[src/rtl/interlock_pkg.sv]
// Field layout, sizing constants and link-state encoding for the local interlock packet.
// Shared by the packet source and the receiver so both ends agree on the layout.
package interlock_pkg;

    localparam int DATA_WIDTH        = 160;
    localparam int INTERLOCK_COUNT   = 64;
    localparam int SYSMON_ADDR_WIDTH = 7;
    localparam int SYSMON_DATA_WIDTH = 16;
    localparam int CLK_PERIOD_PS     = 3200;
    localparam int TIMEOUT_NS        = 1000;
    localparam int TIMEOUT_TICKS     = TIMEOUT_NS * 1000 / CLK_PERIOD_PS;
    localparam int WD_WIDTH          = $clog2(TIMEOUT_TICKS);
    localparam int PAD_WIDTH         = 16 - 1 - SYSMON_ADDR_WIDTH;

    localparam int STATE_LSB = 96;
    localparam int TRANS_LSB = 32;
    localparam int FLAG_BIT  = 31;
    localparam int PAD_LSB   = 23;
    localparam int ADDR_LSB  = 16;
    localparam int DATA_LSB  = 0;

    typedef enum logic [1:0] {
        RESET_WAIT = 2'd0,
        UP         = 2'd1,
        TIMED_OUT  = 2'd2
    } link_state_t;

    typedef struct packed {
        logic [INTERLOCK_COUNT-1:0]   state;
        logic [INTERLOCK_COUNT-1:0]   transitions;
        logic                         flag;
        logic [PAD_WIDTH-1:0]         pad;
        logic [SYSMON_ADDR_WIDTH-1:0] addr;
        logic [SYSMON_DATA_WIDTH-1:0] data;
    } packet_t;

    function automatic logic packet_format_ok(input packet_t p);
        return (p.pad == '0) && (p.flag == (|p.transitions));
    endfunction

endpackage

[src/rtl/sysmon_shadow_ram.sv]
// Shadow copy of system-monitor readings: simple dual-port, one write, one registered read.
// Read returns pre-write contents on a same-cycle address collision; array itself is never reset.
module sysmon_shadow_ram #(
    parameter int ADDR_WIDTH = 7,
    parameter int DATA_WIDTH = 16
) (
    input  logic                  clk,
    input  logic                  rst,
    input  logic                  wr_en,
    input  logic [ADDR_WIDTH-1:0] wr_addr,
    input  logic [DATA_WIDTH-1:0] wr_dat,
    input  logic [ADDR_WIDTH-1:0] rd_addr,
    output logic [DATA_WIDTH-1:0] rd_dat
);

    logic [DATA_WIDTH-1:0] mem [2**ADDR_WIDTH];
    logic [DATA_WIDTH-1:0] rd_d;
    logic [DATA_WIDTH-1:0] rd_q;

    always_ff @(posedge clk) begin
        if (wr_en) begin
            mem[wr_addr] <= wr_dat;
        end
    end

    always_comb begin
        rd_d = mem[rd_addr];
    end

    always_ff @(posedge clk or posedge rst) begin
        if (rst) begin
            rd_q <= '0;
        end else begin
            rd_q <= rd_d;
        end
    end

    assign rd_dat = rd_q;

endmodule

[src/rtl/interlock_packet_receiver.sv]
// Validates toggle-strobed interlock packets, publishes state, sticky history and sysmon shadow.
// Outputs update on the 3rd clk edge after a toggle; a link watchdog flags packet loss.
module interlock_packet_receiver
    import interlock_pkg::*;
(
    input  logic                         clk,
    input  logic                         rst,
    input  logic                         rxToggle,
    input  logic [DATA_WIDTH-1:0]        rxData,
    input  logic                         stickyClear,
    input  logic [SYSMON_ADDR_WIDTH-1:0] sysmonReadAddr,
    output logic [INTERLOCK_COUNT-1:0]   inputState,
    output logic                         inputStateValid,
    output logic [INTERLOCK_COUNT-1:0]   stickyTransitions,
    output logic                         transitionEvent,
    output logic [SYSMON_DATA_WIDTH-1:0] sysmonReadData,
    output logic                         linkTimeout,
    output logic [15:0]                  addrSkipCount,
    output logic [7:0]                   formatErrorCount,
    output logic [31:0]                  packetCount
);

    localparam logic [WD_WIDTH-1:0] WD_RELOAD = WD_WIDTH'(TIMEOUT_TICKS - 1);

    logic sync1_q, sync1_d, sync2_q, sync2_d, dly_q, dly_d;
    link_state_t state_q, state_d;
    logic [WD_WIDTH-1:0]          wd_q, wd_d;
    logic [INTERLOCK_COUNT-1:0]   in_state_q, in_state_d;
    logic [INTERLOCK_COUNT-1:0]   sticky_q, sticky_d;
    logic                         event_q, event_d;
    logic [SYSMON_ADDR_WIDTH-1:0] last_addr_q, last_addr_d;
    logic [15:0]                  skip_q, skip_d;
    logic [7:0]                   fmt_err_q, fmt_err_d;
    logic [31:0]                  pkt_cnt_q, pkt_cnt_d;

    packet_t pkt;
    logic    strobe;
    logic    accept;
    logic    reject;

    always_comb begin
        pkt     = packet_t'(rxData);
        sync1_d = rxToggle;
        sync2_d = sync1_q;
        dly_d   = sync2_q;
        strobe  = sync2_q ^ dly_q;
        accept  = strobe & packet_format_ok(pkt);
        reject  = strobe & ~packet_format_ok(pkt);
    end

    // Acceptance wins over an expiring watchdog in the same cycle.
    always_comb begin
        state_d = state_q;
        wd_d    = wd_q;
        if (accept) begin
            state_d = UP;
            wd_d    = WD_RELOAD;
        end else begin
            if (wd_q != '0) begin
                wd_d = wd_q - 1'b1;
            end else if (state_q != TIMED_OUT) begin
                state_d = TIMED_OUT;
            end
        end
    end

    always_comb begin
        in_state_d  = in_state_q;
        sticky_d    = stickyClear ? '0 : sticky_q;
        event_d     = 1'b0;
        last_addr_d = last_addr_q;
        skip_d      = skip_q;
        fmt_err_d   = fmt_err_q;
        pkt_cnt_d   = pkt_cnt_q;
        if (accept) begin
            in_state_d  = pkt.state;
            sticky_d    = sticky_d | pkt.transitions;
            event_d     = pkt.flag;
            last_addr_d = pkt.addr;
            pkt_cnt_d   = pkt_cnt_q + 32'd1;
            // Continuity only judged while the link is already UP.
            if ((state_q == UP) && (pkt.addr != last_addr_q + 1'b1) && (skip_q != 16'hFFFF)) begin
                skip_d = skip_q + 16'd1;
            end
        end
        if (reject && (fmt_err_q != 8'hFF)) begin
            fmt_err_d = fmt_err_q + 8'd1;
        end
    end

    always_ff @(posedge clk or posedge rst) begin
        if (rst) begin
            sync1_q     <= 1'b0;
            sync2_q     <= 1'b0;
            dly_q       <= 1'b0;
            state_q     <= RESET_WAIT;
            wd_q        <= WD_RELOAD;
            in_state_q  <= '0;
            sticky_q    <= '0;
            event_q     <= 1'b0;
            last_addr_q <= '0;
            skip_q      <= '0;
            fmt_err_q   <= '0;
            pkt_cnt_q   <= '0;
        end else begin
            sync1_q     <= sync1_d;
            sync2_q     <= sync2_d;
            dly_q       <= dly_d;
            state_q     <= state_d;
            wd_q        <= wd_d;
            in_state_q  <= in_state_d;
            sticky_q    <= sticky_d;
            event_q     <= event_d;
            last_addr_q <= last_addr_d;
            skip_q      <= skip_d;
            fmt_err_q   <= fmt_err_d;
            pkt_cnt_q   <= pkt_cnt_d;
        end
    end

    sysmon_shadow_ram #(
        .ADDR_WIDTH (SYSMON_ADDR_WIDTH),
        .DATA_WIDTH (SYSMON_DATA_WIDTH)
    ) u_shadow_ram (
        .clk     (clk),
        .rst     (rst),
        .wr_en   (accept),
        .wr_addr (pkt.addr),
        .wr_dat  (pkt.data),
        .rd_addr (sysmonReadAddr),
        .rd_dat  (sysmonReadData)
    );

    assign inputState        = in_state_q;
    assign inputStateValid   = (state_q == UP);
    assign stickyTransitions = sticky_q;
    assign transitionEvent   = event_q;
    assign linkTimeout       = (state_q == TIMED_OUT);
    assign addrSkipCount     = skip_q;
    assign formatErrorCount  = fmt_err_q;
    assign packetCount       = pkt_cnt_q;

endmodule

[config.mk]
export PLATFORM = sky130hd
export DESIGN_NAME = interlock_packet_receiver
export DESIGN_NICKNAME = d
export VERILOG_FILES = /design/src/rtl/interlock_pkg.sv /design/src/rtl/sysmon_shadow_ram.sv /design/src/rtl/interlock_packet_receiver.sv
export SDC_FILE = /design/constraint.sdc
export NUM_CORES = 2
export LEC_CHECK = 0
export ABC_AREA = 1
export CORE_ASPECT_RATIO = 1.1
export CORE_MARGIN = 4
export CORE_UTILIZATION = 55
export DETAILED_ROUTE_END_ITERATION = 16
export HOLD_SLACK_MARGIN = 0.15
export PLACE_DENSITY_LB_ADDON = 0.2
export SYNTH_ARGS = -nofsm -noshare
export SYNTH_HDL_FRONTEND = slang
export SYNTH_HIERARCHICAL = 1
export SYNTH_SLANG_ARGS = --single-unit
[constraint.sdc]
create_clock -name clk -period 7.1 [get_ports clk]
set_clock_uncertainty 0.1 [all_clocks]
set_input_delay 1.42 -clock clk [delete_from_list [all_inputs] [get_ports clk]]
set_output_delay 1.42 -clock clk [all_outputs]
set_load 0.03 [all_outputs]
==> out/results.ini <==
[grt]
antenna_found_initial = 9
overflow = 0
grt_max_degree = 243
grt_pass1_wl_um = 398000
grt_pass1_vias = 60400
track_usage_pct = 30.9

[clocking]
cts_repair_resize_count = 0
clock_path_buffers = 3
postCtsSetupBuffers = 0
clk_pin_slew_ns = 0.06
cts_tree = built
ctsHoldBuffers = 0
numCtsBuffers = 218
cts_max_level = 4
clk_latency_ns = 0.84
cts_root_buf = clkbuf_16
cts_num_sinks = 2270

[setup_path]
worstPathArrival_ns = 5.68
reg2regPathDepth = 6
rr_endpoint = u_shadow_ram/mem[41][9]
end_kind = flip-flop
path_max_fanout = 16
cp-start-kind = input port
reg2reg_slack_ns = 3.02
critPathKind = input port to flip-flop
worstReg2RegStart = dly_q
cp.required_ns = 7.45

[timing]
fin_tns_setup_ns = 0
fin_crit_ns = 5.33
setup_violations = 0
fmax_mhz = 188
grt_setup_unrepaired = false
fin_crit_sh_pct = 75.1
hold_viol = 0
slew_viol_final = 0
slew_headroom_pct = 6.33
worst_pin_slew_ns = 1.40

[floorplan]
die-area_um2 = 175000
start_util_pct = 55.4
die_h_um = 438
die_w_um = 399
io_pins = 374
coreArea_um2 = 167000
rows = 157

[synth]
synth_nets = 8169
synth_sequential_area_ratio_pct = 72.6
syn_area_um2 = 92400
yosysTopAreaCell = edfxtp_1
netlist_top_cells_area = edfxtp_1 67%, nand3_1 11%, nand2_1 10%
synthCells = 7993
synth_seq_cells = 2270
synth_top_area_share_pct = 66.6
yosysWarningCount = 6
synth_cell_types = 36
avgSynthCellArea_um2 = 11.6

[run]
drv_cap = 0

[cells_and_area]
seqCellArea_um2 = 67100
syn_to_final_growth_pct = 14.0
final_layout_size_suffix_gt1_share_pct = 6.65
fillerInstances = 12700
multi_input_area_um2 = 22300
finalNetCount = 8446
instances_no_fill = 10700

[pwr]
p_leak_nw = 38.2
p_per_area_nw_per_um2 = 269
p_int_mw = 21.8
vdd_drop_max_mv = 0.271
switching_share_pct = 23.0
seqPwrFrac_pct = 51.9
combPwrFrac_pct = 6.9
switchingPower_mw = 6.53
clkPwrFrac_pct = 41.2

[route]
drcViolationCount = 0
drt-pass1-iter-count = 6
wire_per_inst_um = 25.5
vias = 64200
vias_per_cell = 6.00
ant_nets = 0
totalWireLength_um = 273000
drtIter0Drc = 9579

[min_path]
whs_endpoint = dly_d
hold_path_class = flip-flop to flip-flop
hold_depth = 0
worstHoldStart = sync1_q

[place]
dpl.hpwl_um = 160000
portBuffers = 373
place_congestion = 0.982
place_inst = 10300

[run_status]
status = completed

-- area by class of cell --
type	count	area share (%)
well taps	2226	2.64
clock buffers	279	5.55
inverters	149	0.567
repair buffers	556	5.10
flip-flops and latches	2270	63.7
clock inverters	132	1.30
multi-input cells	5075	21.2
diodes	7	0.0166
-- state kept, by name, summed over array words and instances (netlist names) --
name,flops
formatErrorCount,8
stickyTransitions,64
wd_q,9
transitionEvent,1
sync1_q,1
u_shadow_ram/rd_dat,16
inputState,64
dly_d,1
packetCount,32
state_q,2
u_shadow_ram/mem,2048
addrSkipCount,16
last_addr_q,7
dly_q,1
-- per-layer routing --
layer / vias up / routed length, um / track usage [%]
li1: 28500 / - / -
met1: 31100 / 105000 / 43.9
met4: 6 / 11800 / 12.0
met3: 592 / 30000 / 5.96
met2: 3913 / 126000 / 47.7
met5: - / 52 / 0.419
-- cell usage after synthesis (all sizes together) --
| library cell | number |
|---|---|
| a21bo | 1 |
| a21oi | 2 |
| a31oi | 1 |
| and2 | 1 |
| and3 | 2 |
| buf | 418 |
| clkbuf | 81 |
| dfrtp | 216 |
| dfstp | 6 |
| edfxtp | 2048 |
| ha | 5 |
| inv | 149 |
| nand2 | 2578 |
| nand2b | 1 |
| nand3 | 2053 |
| nand3b | 1 |
| nand4 | 23 |
| nor2 | 218 |
| nor3 | 34 |
| nor4 | 4 |
| o211ai | 1 |
| o21ai | 77 |
| o22ai | 8 |
| or2 | 4 |
| xnor2 | 28 |
| xor2 | 33 |
-- through the flow --
stage                     cell area (um2)  setup WS [ns]  utilization [%]  power [mW]  hold WS (ns)
after global placement              98100          0.998             58.8        16.9         0.245
after CTS                          105000           1.98             63.1        28.4         0.258
after detailed placement            98100           1.07             58.8        16.9         0.239
final                              105000           1.77             63.2        28.4         0.253
after global routing               105000           1.61             63.2        29.2         0.279
after floorplan                     92400           2.83                -        16.0         0.231
-- how the worst max path moves through the flow --
| stage | startpoint | end | slack, ns | cells past startpoint |
|---|---|---|---|---|
| 2_1_floorplan | rxData[38] | u_shadow_ram/mem[105][0] | 2.83 | 14 |
| 3_3_place_gp | rxData[57] | u_shadow_ram/mem[89][11] | 1.0 | 12 |
| 3_5_place_dp | rxData[57] | u_shadow_ram/mem[41][1] | 1.07 | 12 |
| 4_1_cts | rxData[57] | u_shadow_ram/mem[41][8] | 1.98 | 12 |
| 5_1_grt | rxData[57] | u_shadow_ram/mem[89][14] | 1.61 | 12 |
| 6_report | rxData[57] | u_shadow_ram/mem[41][9] | 1.77 | 12 |
-- kinds of logic (layout without fill, tap and decap cells) --
logic type / Yosys count / count (layout) / synth area share, %
and+or+nand+nor: 4919 / 4919 / 22.9
xor gates and xnor gates: 61 / 61 / 0.586
other: 0 / 7 / 0
AOI/OAI and AO/OA: 90 / 90 / 0.508
adders and majority gates: 5 / 5 / 0.0677
DFF: 2270 / 2270 / 72.6
buffers and inverters: 648 / 1116 / 3.32
-- power by group through the flow --
stage / Clock (mW) / Sequential, mW / Combinational, mW
final: 11.7 / 14.7 / 1.97
after global placement: 0 / 15.0 / 1.91
after CTS: 11.8 / 14.7 / 1.93
after detailed placement: 0 / 15.0 / 1.93
after global routing: 12.4 / 14.7 / 2.08
after floorplan: 0 / 15.0 / 0.919
-- worst max-delay path, cell delays in order --
cell and delay (ns):
clkdlybuf4s50_1 0.54, nor2_1 0.17, nand3_1 0.19, nor2_1 0.16, nand2_1 0.06, nor2_1 0.20, nand2_1 0.07, nand2_1 0.10
nand3_2 0.11, nor2_4 0.63, nand2_2 0.72, nor2_1 1.23
-- placed cells by master, fill, tap and decap left out, types with 4 or more instances in the layout --
master / netlist / final
clkbuf_1: 81 / 48
clkbuf_16: 0 / 221
nor2_1: 215 / 212
o21ai_0: 76 / 76
clkdlybuf4s50_1: 0 / 351
nor3_1: 34 / 34
xnor2_1: 28 / 28
buf_12: 0 / 24
edfxtp_1: 2048 / 2048
clkinv_1: 0 / 40
nor4_1: 4 / 4
clkbuf_8: 0 / 10
dfstp_2: 6 / 6
nand4_1: 23 / 23
buf_4: 50 / 175
bufinv_16: 0 / 23
nand2_1: 2578 / 2570
clkinvlp_4: 0 / 16
or2_2: 4 / 4
o22ai_1: 8 / 8
ha_1: 5 / 5
nand3_1: 2051 / 2051
clkinv_2: 0 / 40
inv_16: 0 / 5
nor2_2: 2 / 5
diode_2: 0 / 7
inv_1: 145 / 142
xor2_1: 32 / 32
dfrtp_1: 216 / 216
nand2_2: 0 / 8
Power figures use the tool's default switching activity.
